`config.mk`:
```
export PLATFORM = sky130hd
export DESIGN_NAME = dco_freq_counter_flat
export DESIGN_NICKNAME = d
export VERILOG_FILES = /design/src/rtl/dco_freq_counter_if.sv /design/src/rtl/dco_freq_counter.sv /design/src/flat_wrapper.sv
export SDC_FILE = /design/constraint.sdc
export NUM_CORES = 1
export LEC_CHECK = 0
export CAP_MARGIN = 20
export CELL_PAD_IN_SITES_DETAIL_PLACEMENT = 0
export CELL_PAD_IN_SITES_GLOBAL_PLACEMENT = 1
export CORE_ASPECT_RATIO = 1.2
export CORE_MARGIN = 2
export CORE_UTILIZATION = 43
export CTS_CLUSTER_SIZE = 16
export DETAILED_ROUTE_END_ITERATION = 10
export PLACE_DENSITY_LB_ADDON = 0.2
export SKIP_LAST_GASP = 1
export SLEW_MARGIN = 5
export SYNTH_ARGS = -nofsm -noshare
export SYNTH_HDL_FRONTEND = slang
export SYNTH_SLANG_ARGS = --single-unit
```
`constraint.sdc`:
```
create_clock -name clk -period 3.42 [get_ports clk]
set_clock_uncertainty 0.2 [all_clocks]
set_input_delay 0.684 -clock clk [delete_from_list [all_inputs] [get_ports clk]]
set_output_delay 0.684 -clock clk [all_outputs]
set_load 0.05 [all_outputs]
```
`src/rtl/dco_freq_counter_if.sv`:
```
// dco_freq_counter_if: valid/ready result port carrying the edge count and overflow flag
interface dco_freq_counter_if #(parameter int CNT_W = 16);
  logic [CNT_W-1:0] count;
  logic             overflow;
  logic             valid;
  logic             ready;
  modport master (output count, overflow, valid, input ready);
  modport slave  (input count, overflow, valid, output ready);
endinterface

```
`src/rtl/dco_freq_counter.sv`:
```
// dco_freq_counter: synchronises dco_in and counts its rising edges over a fixed clk gate window
module dco_freq_counter #(
  parameter int GATE_CYCLES = 1000,
  parameter int CNT_W       = 16,
  parameter int SYNC_STAGES = 2
) (
  input  logic                 clk,
  input  logic                 rst_n,
  input  logic                 dco_in,
  input  logic                 start,
  input  logic                 continuous,
  output logic                 busy,
  dco_freq_counter_if.master   res
);
  typedef enum logic [1:0] {IDLE, SETTLE, COUNT, OUT} state_t;
  localparam int GW = $clog2(GATE_CYCLES + SYNC_STAGES);
  localparam logic [GW-1:0] G_LAST = GW'(GATE_CYCLES - 1);
  localparam logic [GW-1:0] S_LAST = GW'(SYNC_STAGES - 1);
  localparam logic [CNT_W-1:0] MAX = '1;
  state_t                 r_state;
  logic [SYNC_STAGES-1:0] r_sync;
  logic                   r_dco_p;
  logic [GW-1:0]          r_gate;
  logic [CNT_W-1:0]       r_edges;
  logic                   r_flag;
  logic [CNT_W-1:0]       r_count;
  logic                   r_ovf;
  logic                   r_valid;
  logic                   r_busy;
  logic                   w_dco_s;
  logic                   w_edge;
  logic                   w_sat;
  logic [CNT_W-1:0]       w_edges_nx;
  logic                   w_flag_nx;
  assign w_dco_s    = r_sync[SYNC_STAGES-1];
  assign w_edge     = w_dco_s & ~r_dco_p;
  assign w_sat      = r_edges == MAX;
  // an edge arriving at full scale is lost, so it is what marks the result as saturated
  assign w_edges_nx = r_edges + CNT_W'(w_edge & ~w_sat);
  assign w_flag_nx  = r_flag | (w_edge & w_sat);
  assign busy         = r_busy;
  assign res.count    = r_count;
  assign res.overflow = r_ovf;
  assign res.valid    = r_valid;
  always_ff @(posedge clk) begin
    if (rst_n) begin
      r_state <= IDLE;
      r_sync  <= '0;
      r_dco_p <= 1'b0;
      r_gate  <= '0;
      r_edges <= '0;
      r_flag  <= 1'b0;
      r_count <= '0;
      r_ovf   <= 1'b0;
      r_valid <= 1'b0;
      r_busy  <= 1'b0;
    end else begin
      r_sync  <= {r_sync[SYNC_STAGES-2:0], dco_in};
      r_dco_p <= w_dco_s;
      case (r_state)
        IDLE: if (start | continuous) begin
          r_state <= SETTLE;
          r_busy  <= 1'b1;
          r_gate  <= '0;
        end
        SETTLE: if (r_gate == S_LAST) begin
          r_state <= COUNT;
          r_gate  <= '0;
          r_edges <= '0;
          r_flag  <= 1'b0;
        end else r_gate <= r_gate + GW'(1);
        COUNT: begin
          r_edges <= w_edges_nx;
          r_flag  <= w_flag_nx;
          r_gate  <= r_gate + GW'(1);
          if (r_gate == G_LAST) begin
            r_state <= OUT;
            r_count <= w_edges_nx;
            r_ovf   <= w_flag_nx;
            r_valid <= 1'b1;
          end
        end
        OUT: if (res.ready) begin
          r_valid <= 1'b0;
          r_busy  <= continuous;
          r_state <= continuous ? SETTLE : IDLE;
          r_gate  <= '0;
        end
        default: r_state <= IDLE;
      endcase
    end
  end
endmodule

```
`src/flat_wrapper.sv`:
```
// flat-port wrapper written by rule: the top's interface ports become plain ports
module dco_freq_counter_flat 
#(
  parameter int GATE_CYCLES = 1000,
  parameter int CNT_W       = 16,
  parameter int SYNC_STAGES = 2
)
  (clk, rst_n, dco_in, start, continuous, busy, res_count, res_overflow, res_valid, res_ready);
  dco_freq_counter_if #(.CNT_W(CNT_W)) res_i ();
  input  logic clk;
  input  logic rst_n;
  input  logic dco_in;
  input  logic start;
  input  logic continuous;
  output logic busy;
  output wire logic [$bits(res_i.count)-1:0] res_count;
  output wire logic [$bits(res_i.overflow)-1:0] res_overflow;
  output wire logic [$bits(res_i.valid)-1:0] res_valid;
  input wire logic [$bits(res_i.ready)-1:0] res_ready;
  assign res_count = res_i.count;
  assign res_overflow = res_i.overflow;
  assign res_valid = res_i.valid;
  assign res_i.ready = res_ready;
  dco_freq_counter #(.GATE_CYCLES(GATE_CYCLES), .CNT_W(CNT_W), .SYNC_STAGES(SYNC_STAGES)) u_core (.clk(clk), .rst_n(rst_n), .dco_in(dco_in), .start(start), .continuous(continuous), .busy(busy), .res(res_i));
endmodule
```
==> results by group, run 1 <==
Run status
  • Status: finished clean

Die
  • Die Area: 0.00653 mm²
  • Die extent in y: 88.1 µm
  • IO Count: 25
  • Initial Util: 44.7%
  • Row cnt: 30
  • Die W: 74.1 µm
  • Core box area: 0.00567 mm²

Clocking
  • CTS Hold Bufs: 0
  • H-tree depth: 2
  • Clk pin slew, worst setup/hold paths: 0.10 ns
  • Post_cts resized: 0
  • Post-CTS Repair Setup Buffers: 0
  • CTS buffer count: 5
  • Clock Path Buffers: 2
  • CTS tree: built
  • Skew-Pair Late Insertion Delay: 0.30 ns
  • Root buf cell: clkbuf_8
  • Clk sink count: 51

Yosys
  • Mapped Cells: 289
  • Post-synth ARST share: 0%
  • Ys Warns: 0
  • Mapped Area: 0.00254 mm²
  • Mux contribution to synthesized area: 1.18%
  • Yosys cell types: 45
  • Most frequent cells after synthesis: dfxtp_1 (51), nor2_1 (28), a31oi_1 (17)
  • Synth Area in XOR/XNOR: 5.87%
  • Top FF cell, synth: dfxtp_1
  • Post-synth EDFFs: 0
  • Post-synthesis compound-gate area fraction: 19.2%
  • Register bit count reported by yosys: 51
  • Top cell type's share of synthesized area: 40.3%
  • Largest cells by area after synthesis: dfxtp_1 (40%), ha_1 (4.4%), a31oi_1 (4.2%), nor2_1 (4.1%), a211oi_1 (3.8%)
  • Post-synth net total: 304
  • Avg Cell Area, Syn: 8.78 µm²
  • Post-synthesis adder-cell area fraction: 4.44%
  • Most common cell in the netlist: dfxtp_1
  • Simple-Gate Fraction of Synth Area: 24.9%
  • Sequential area share after synthesis: 40.3%
  • Largest family of logic cells by synthesized area: simple AND/OR/NAND/NOR gates
  • Synth area leader: dfxtp_1

GRT
  • Antenna violations before repair: 0
  • GRT overflow: 0
  • Total GRT Usage: 18.7%
  • Largest net degree at the start of global routing: 21
  • First-pass GRT wire length: 9600 µm
  • Vias in the first global route: 1999

Placement
  • DP Area: 0.00285 mm²
  • DP HPWL: 4080 µm
  • Gpl congestion: 0.804
  • I/O Buffers: 24

STA
  • F_max: 0.347 GHz
  • Relative slew slack: 53.3%
  • Period utilisation layout: 84.2%
  • Setup-failing EPs final: 0
  • TNS Setup: 0 ns
  • Min Tclk post-route: 2.88 ns
  • Worst-margin pin slew: 0.696 ns
  • Final hold vios: 0
  • Hold WS: 0.249 ns
  • RSZ-0062 raised after global routing: false
  • Slew Limit Fails: 0

Drt
  • Total wire length: 5600 µm
  • Via count: 2194
  • Post-DRT Antenna Nets: 0
  • Pre-Repair DR Iteration Count: 4
  • Routed length per placed instance: 14.3 µm
  • Detailed-route DRC error count: 0
  • Vias/cell: 5.61
  • Initial DRC count: 130

Cells and area
  • Register area: 0.00102 mm²
  • Fin util: 52.3%
  • Area delta synth->final: 16.9%
  • # diodes: 0
  • Nets: 325
  • Fin area: 0.00296 mm²
  • Fillers: 561
  • Footprint of the multi-input gates: 0.00141 mm²
  • Fraction of layout cells with a size suffix above 1: 6.11%

Critical path
  • Crit path top cell by count: nor4_1
  • Slowest-stage cell, CP: or4_1
  • Cell depth of the worst flop-to-flop path: 8
  • Critical path class: register to register
  • CP required: 3.44 ns
  • CP max FO: 9
  • Critical path data arrival time: 2.90 ns
  • Reg2reg end: u_core.r_edges[13]$_SDFFE_PP0P_
  • Crit. End Element: register
  • Critical Path Source Type: register
  • RR Startpoint: u_core.r_edges[4]$_SDFFE_PP0P_
  • CP Cell Sequence: nand3_1, nor4_1, a21oi_1, ha_1, nand4_1, nor4_1, or4_1, a31oi_1
  • R2R Setup Slk: 0.54 ns
  • Crit path largest cell delay: 0.47 ns

Min path
  • Hold Path Class: register to register
  • Hold_sp: u_core.r_sync[0]$_SDFF_PP0_
  • Hold Crit Endpoint: u_core.r_sync[1]$_SDFF_PP0_
  • Hold Path Cell Cnt: 1

Power
  • IR drop worst, VDD: 0.329 mV
  • Pwr dens: 458 mW/mm²
  • Static Leak: 0.945 nW
  • Total power: 1.36 mW

Flow run
  • Max cap viols: 0
critical path: cells and delay by family, from the launching register on:
family                   cells  cell delay, ns
adder cells (fa/ha/maj)      1            0.25
AND/OR/NAND/NOR              5            1.58
flip-flops                   1            0.46
AO/OA/AOI/OAI                2            0.29
per-layer routing:
metal	share of wire, %	routed length (µm)	track usage, %	vias up
li1	-	-	-	1116
met1	46	2570	24.3	1021
met2	49	2750	31.5	50
met3	3.5	194	2.99	7
met4	1.5	83	6.28	0
met5	0	0	0	-
stage by stage:
step / setup slack, ns / std cells
global placement: 0.648 / 383
detailed placement: 0.588 / 383
global route: 0.272 / 391
floorplan: 0.925 / 289
finish: 0.541 / 391
CTS: 0.554 / 391
registers in the layout, summed over array words and instances (netlist names):
| register | flops |
|---|---|
| u_core.res.count | 16 |
| u_core.r_sync | 2 |
| u_core.r_flag | 1 |
| u_core.r_dco_p | 1 |
| u_core.r_state | 2 |
| u_core.r_gate | 10 |
| u_core.res.overflow | 1 |
| u_core.busy | 1 |
| u_core.res.valid | 1 |
| u_core.r_edges | 16 |
layout by cell type (no fill, tap or decap), types with 5 or more instances in the layout:
master / count
xnor2_1: 11
a21oi_1: 10
xor2_1: 6
inv_1: 12
nor3_1: 5
a211oi_1: 13
nand2_1: 13
clkbuf_8: 6
a311oi_1: 5
ha_1: 9
clkdlybuf4s50_1: 24
o21ai_0: 13
dfxtp_1: 51
a31oi_1: 17
nor2_1: 28
nand3_1: 16
nand4_1: 8
or4_1: 5
cells by family (layout without fill, tap and decap cells):
family                   count (synthesis)  after routing
buffers and inverters                   26             48
multiplexers                             3              3
adder cells (fa/ha/maj)                  9              9
flip-flops                              51             51
AO/OA/AOI/OAI                           74             74
AND/OR/NAND/NOR                        109            109
XOR/XNOR                                17             17
how the worst max path moves through the flow:
stage / startpoint / to / slack (ns) / cells past startpoint
after global placement: u_core.r_edges[4]$_SDFFE_PP0P_ / u_core.r_edges[13]$_SDFFE_PP0P_ / 0.65 / 8
after detailed placement: u_core.r_edges[4]$_SDFFE_PP0P_ / u_core.r_edges[13]$_SDFFE_PP0P_ / 0.59 / 8
after CTS: u_core.r_edges[4]$_SDFFE_PP0P_ / u_core.r_edges[13]$_SDFFE_PP0P_ / 0.55 / 8
final: u_core.r_edges[4]$_SDFFE_PP0P_ / u_core.r_edges[13]$_SDFFE_PP0P_ / 0.54 / 8
after floorplan: u_core.r_edges[8]$_SDFFE_PP0P_ / u_core.r_edges[13]$_SDFFE_PP0P_ / 0.92 / 8
after global routing: u_core.r_edges[4]$_SDFFE_PP0P_ / u_core.res.count[14]$_SDFFE_PP0P_ / 0.27 / 9
report_power, final:
part	total (mW)	leakage [nW]	switching, mW	internal (mW)
clock	0.435	0.0612	0.198	0.237
combinational	0.291	0.472	0.189	0.102
sequential	0.632	0.412	0.0181	0.614
final cells by class:
type / instances / area share [%]
Sequential cell: 51 / 34.4
Multi-Input combinational cell: 212 / 47.6
Inverter: 12 / 1.52
Clock buffer: 6 / 2.79
Clock inverter: 2 / 1.18
Tap cell: 80 / 3.38
Timing Repair Buffer: 28 / 9.12
Power figures use the tool's default switching activity.
==> run 2, diff against run 1 <==
CORE_UTILIZATION = 39   (was 43)
clock period = 2.6 ns   (was 3.42 ns; I/O delays follow)
==> results by group, run 2 (synthesized netlist as in run 1, its figures left out) <==
Power
  • Clock Power Share: 28.8% (was 32.0%)
  • Int Pwr: 1.20 mW (was 0.953 mW)
  • Power share of the combinational group: 23.7% (was 21.4%)
  • Switching Fraction: 31.4% (was 29.8%)
  • Net Switching: 0.550 mW (was 0.404 mW)
  • Total power: 1.75 mW (was 1.36 mW)
  • Reg power frac: 47.5% (was 46.6%)
  • Static Leak: 1.05 nW (was 0.945 nW)
  • IR drop worst, VDD: 0.381 mV (was 0.329 mV)
  • Pwr dens: 555 mW/mm² (was 458 mW/mm²)

GRT
  • Antenna violations before repair: 0 (unchanged)
  • First-pass GRT wire length: 10800 µm (was 9600 µm)
  • Total GRT Usage: 18.5% (was 18.7%)
  • Largest net degree at the start of global routing: 25 (was 21)
  • GRT overflow: 0 (unchanged)
  • Vias in the first global route: 2177 (was 1999)

Critical path
  • Bufs and invs on worst path: 1 (was 0)
  • Reg2reg end: u_core.r_edges[8]$_SDFFE_PP0P_ (was u_core.r_edges[13]$_SDFFE_PP0P_)
  • CP required: 2.64 ns (was 3.44 ns)
  • Worst path depth: 10 (was 8)
  • Slowest-stage cell, CP: or4_1 (unchanged)
  • Cell depth of the worst flop-to-flop path: 10 (was 8)
  • Setup crit end: u_core.r_edges[8]$_SDFFE_PP0P_ (was u_core.r_edges[13]$_SDFFE_PP0P_)
  • Crit path top cell by count: ha_2 (was nor4_1)
  • Cell family with the largest share of critical-path delay: simple AND/OR/NAND/NOR gates (unchanged)
  • Critical path class: register to register (unchanged)
  • Crit. End Element: register (unchanged)
  • Critical path data arrival time: 2.45 ns (was 2.90 ns)
  • CP Launch Point: u_core.r_edges[13]$_SDFFE_PP0P_ (was u_core.r_edges[4]$_SDFFE_PP0P_)
  • CP Cell Sequence: nand3_2, nor4_1, buf_4, a21oi_1, ha_2, ha_2, and3_1, nand3_1, or4_1, a31oi_1 (was nand3_1, nor4_1, a21oi_1, ha_1, nand4_1, nor4_1, or4_1, a31oi_1)
  • RR Startpoint: u_core.r_edges[13]$_SDFFE_PP0P_ (was u_core.r_edges[4]$_SDFFE_PP0P_)
  • Critical Path Source Type: register (unchanged)
  • CP max FO: 5 (was 9)
  • R2R Setup Slk: 0.18 ns (was 0.54 ns)
  • Crit path largest cell delay: 0.41 ns (was 0.47 ns)

Min path
  • Hold Path Class: register to register (unchanged)

Drt
  • Via count: 2322 (was 2194)
  • Routed length per placed instance: 14.9 µm (was 14.3 µm)
  • Initial DRC count: 131 (was 130)
  • Post-DRT Antenna Nets: 0 (unchanged)
  • Detailed-route DRC error count: 0 (unchanged)
  • Total wire length: 6270 µm (was 5600 µm)
  • Pre-Repair DR Iteration Count: 4 (unchanged)
  • Vias/cell: 5.53 (was 5.61)

Run status
  • Status: finished clean (unchanged)

STA
  • Slew Limit Fails: 0 (unchanged)
  • Min Tclk post-route: 2.42 ns (was 2.88 ns)
  • Final hold vios: 0 (unchanged)
  • Setup-failing EPs final: 0 (unchanged)
  • Period utilisation layout: 93.0% (was 84.2%)
  • F_max: 0.414 GHz (was 0.347 GHz)
  • Worst-margin pin slew: 0.604 ns (was 0.696 ns)
  • Relative slew slack: 59.4% (was 53.3%)
  • Hold WS: 0.253 ns (was 0.249 ns)
  • Final setup margin: 0.183 ns (was 0.541 ns)

Cells and area
  • Fin area: 0.00316 mm² (was 0.00296 mm²)
  • Non-filler cells in the finished layout: 420 (was 391)
  • Nets: 349 (was 325)
  • Fraction of layout cells with a size suffix above 1: 14.9% (was 6.11%)
  • # diodes: 0 (unchanged)
  • Commonest non-fill, non-tap cell in the layout: dfxtp_1 (unchanged)
  • Area delta synth->final: 24.5% (was 16.9%)
  • Footprint of the multi-input gates: 0.00143 mm² (was 0.00141 mm²)
  • Most frequent cells in the layout: dfxtp_1 (48), nor2_1 (28), buf_4 (28) (was dfxtp_1 (51), nor2_1 (28), clkdlybuf4s50_1 (24))
  • Fillers: 611 (was 561)
  • Register area: 0.00102 mm² (about the same)

Placement
  • Placement Setup Slack: 0.0558 ns (was 0.588 ns)
  • DP HPWL: 4590 µm (was 4080 µm)
  • # placed instances: 411 (was 383)
  • DP Area: 0.00303 mm² (was 0.00285 mm²)
  • Gpl congestion: 0.872 (was 0.804)
  • I/O Buffers: 24 (unchanged)

Die
  • Die extent in y: 92.3 µm (was 88.1 µm)
  • Core box area: 0.00637 mm² (was 0.00567 mm²)
  • Die Area: 0.00717 mm² (was 0.00653 mm²)
  • Die W: 77.6 µm (was 74.1 µm)
  • Row cnt: 32 (was 30)
  • Initial Util: 39.8% (was 44.7%)
  • IO Count: 25 (unchanged)

Clocking
  • CTS tree: built (unchanged)
  • CTS buffer count: 5 (unchanged)
  • Clock Path Buffers: 2 (unchanged)
  • Skew-Pair Late Insertion Delay: 0.30 ns (about the same)
  • CTS Hold Bufs: 0 (unchanged)
  • Root buf cell: clkbuf_8 (unchanged)
  • H-tree depth: 2 (unchanged)
  • Clk pin slew, worst setup/hold paths: 0.09 ns (was 0.10 ns)
  • Clk sink count: 51 (unchanged)

Flow run
  • Max cap viols: 0 (unchanged)
run 2: worst register-to-register path: cells and delay by family (launching register included):
family	cells	cell delay, ns
and+or+nand+nor	5	0.92
AOI/OAI and AO/OA	2	0.30
DFF	1	0.35
buffers and inverters	1	0.14
adders and majority gates	2	0.45
run 2: final cells by class:
cell class,count,share of cell area (%)
Timing Repair Buffer,52,14.3
Tap cell,85,3.37
Sequential cell,51,32.4
Clock buffer,8,3.17
Inverter,12,1.43
Multi-Input combinational cell,212,45.3
run 2: metal layers:
| metal | track usage, % | share of wire [%] | vias to the layer above |
|---|---|---|---|
| li1 | - | - | 1164 |
| met1 | 24.9 | 47 | 1095 |
| met2 | 30.2 | 48 | 55 |
| met3 | 2.83 | 3.9 | 8 |
| met4 | 6.40 | 1.1 | 0 |
| met5 | 0 | 0 | - |
run 2: metrics by stage:
| step | setup TNS [ns] | utilization (%) |
|---|---|---|
| 2_1_floorplan | 0 | - |
| 3_3_place_gp | 0 | 47.5 |
| 6_report | 0 | 49.6 |
| 3_5_place_dp | 0 | 47.5 |
| 5_1_grt | -0.0260 | 49.6 |
| 4_1_cts | 0 | 49.1 |
run 2: worst min path at each step:
| stage | slack, ns | cells past startpoint | to | start |
|---|---|---|---|---|
| after global routing | 0.28 | 1 | u_core.r_sync[1]$_SDFF_PP0_ | u_core.r_sync[0]$_SDFF_PP0_ |
| after floorplan | 0.21 | 1 | u_core.r_sync[1]$_SDFF_PP0_ | u_core.r_sync[0]$_SDFF_PP0_ |
| final | 0.25 | 1 | u_core.r_sync[1]$_SDFF_PP0_ | u_core.r_sync[0]$_SDFF_PP0_ |
| after global placement | 0.22 | 1 | u_core.r_sync[1]$_SDFF_PP0_ | u_core.r_sync[0]$_SDFF_PP0_ |
| after detailed placement | 0.24 | 1 | u_core.r_sync[1]$_SDFF_PP0_ | u_core.r_sync[0]$_SDFF_PP0_ |
| after CTS | 0.26 | 1 | u_core.r_sync[1]$_SDFF_PP0_ | u_core.r_sync[0]$_SDFF_PP0_ |
run 2: what timing repair did:
item,in CTS,in global routing
resized for setup,0,8
endpoints found under the setup margin,0,15
setup buffers,0,1
hold endpoints to repair,0,0
run 2: power by group through the flow:
stage | logic (mW) | registers (mW) | clock network [mW]
2_1_floorplan | 0.260 | 0.868 | 0
3_3_place_gp | 0.412 | 0.850 | 0
3_5_place_dp | 0.416 | 0.851 | 0
6_report | 0.415 | 0.833 | 0.506
5_1_grt | 0.456 | 0.836 | 0.552
4_1_cts | 0.416 | 0.832 | 0.523
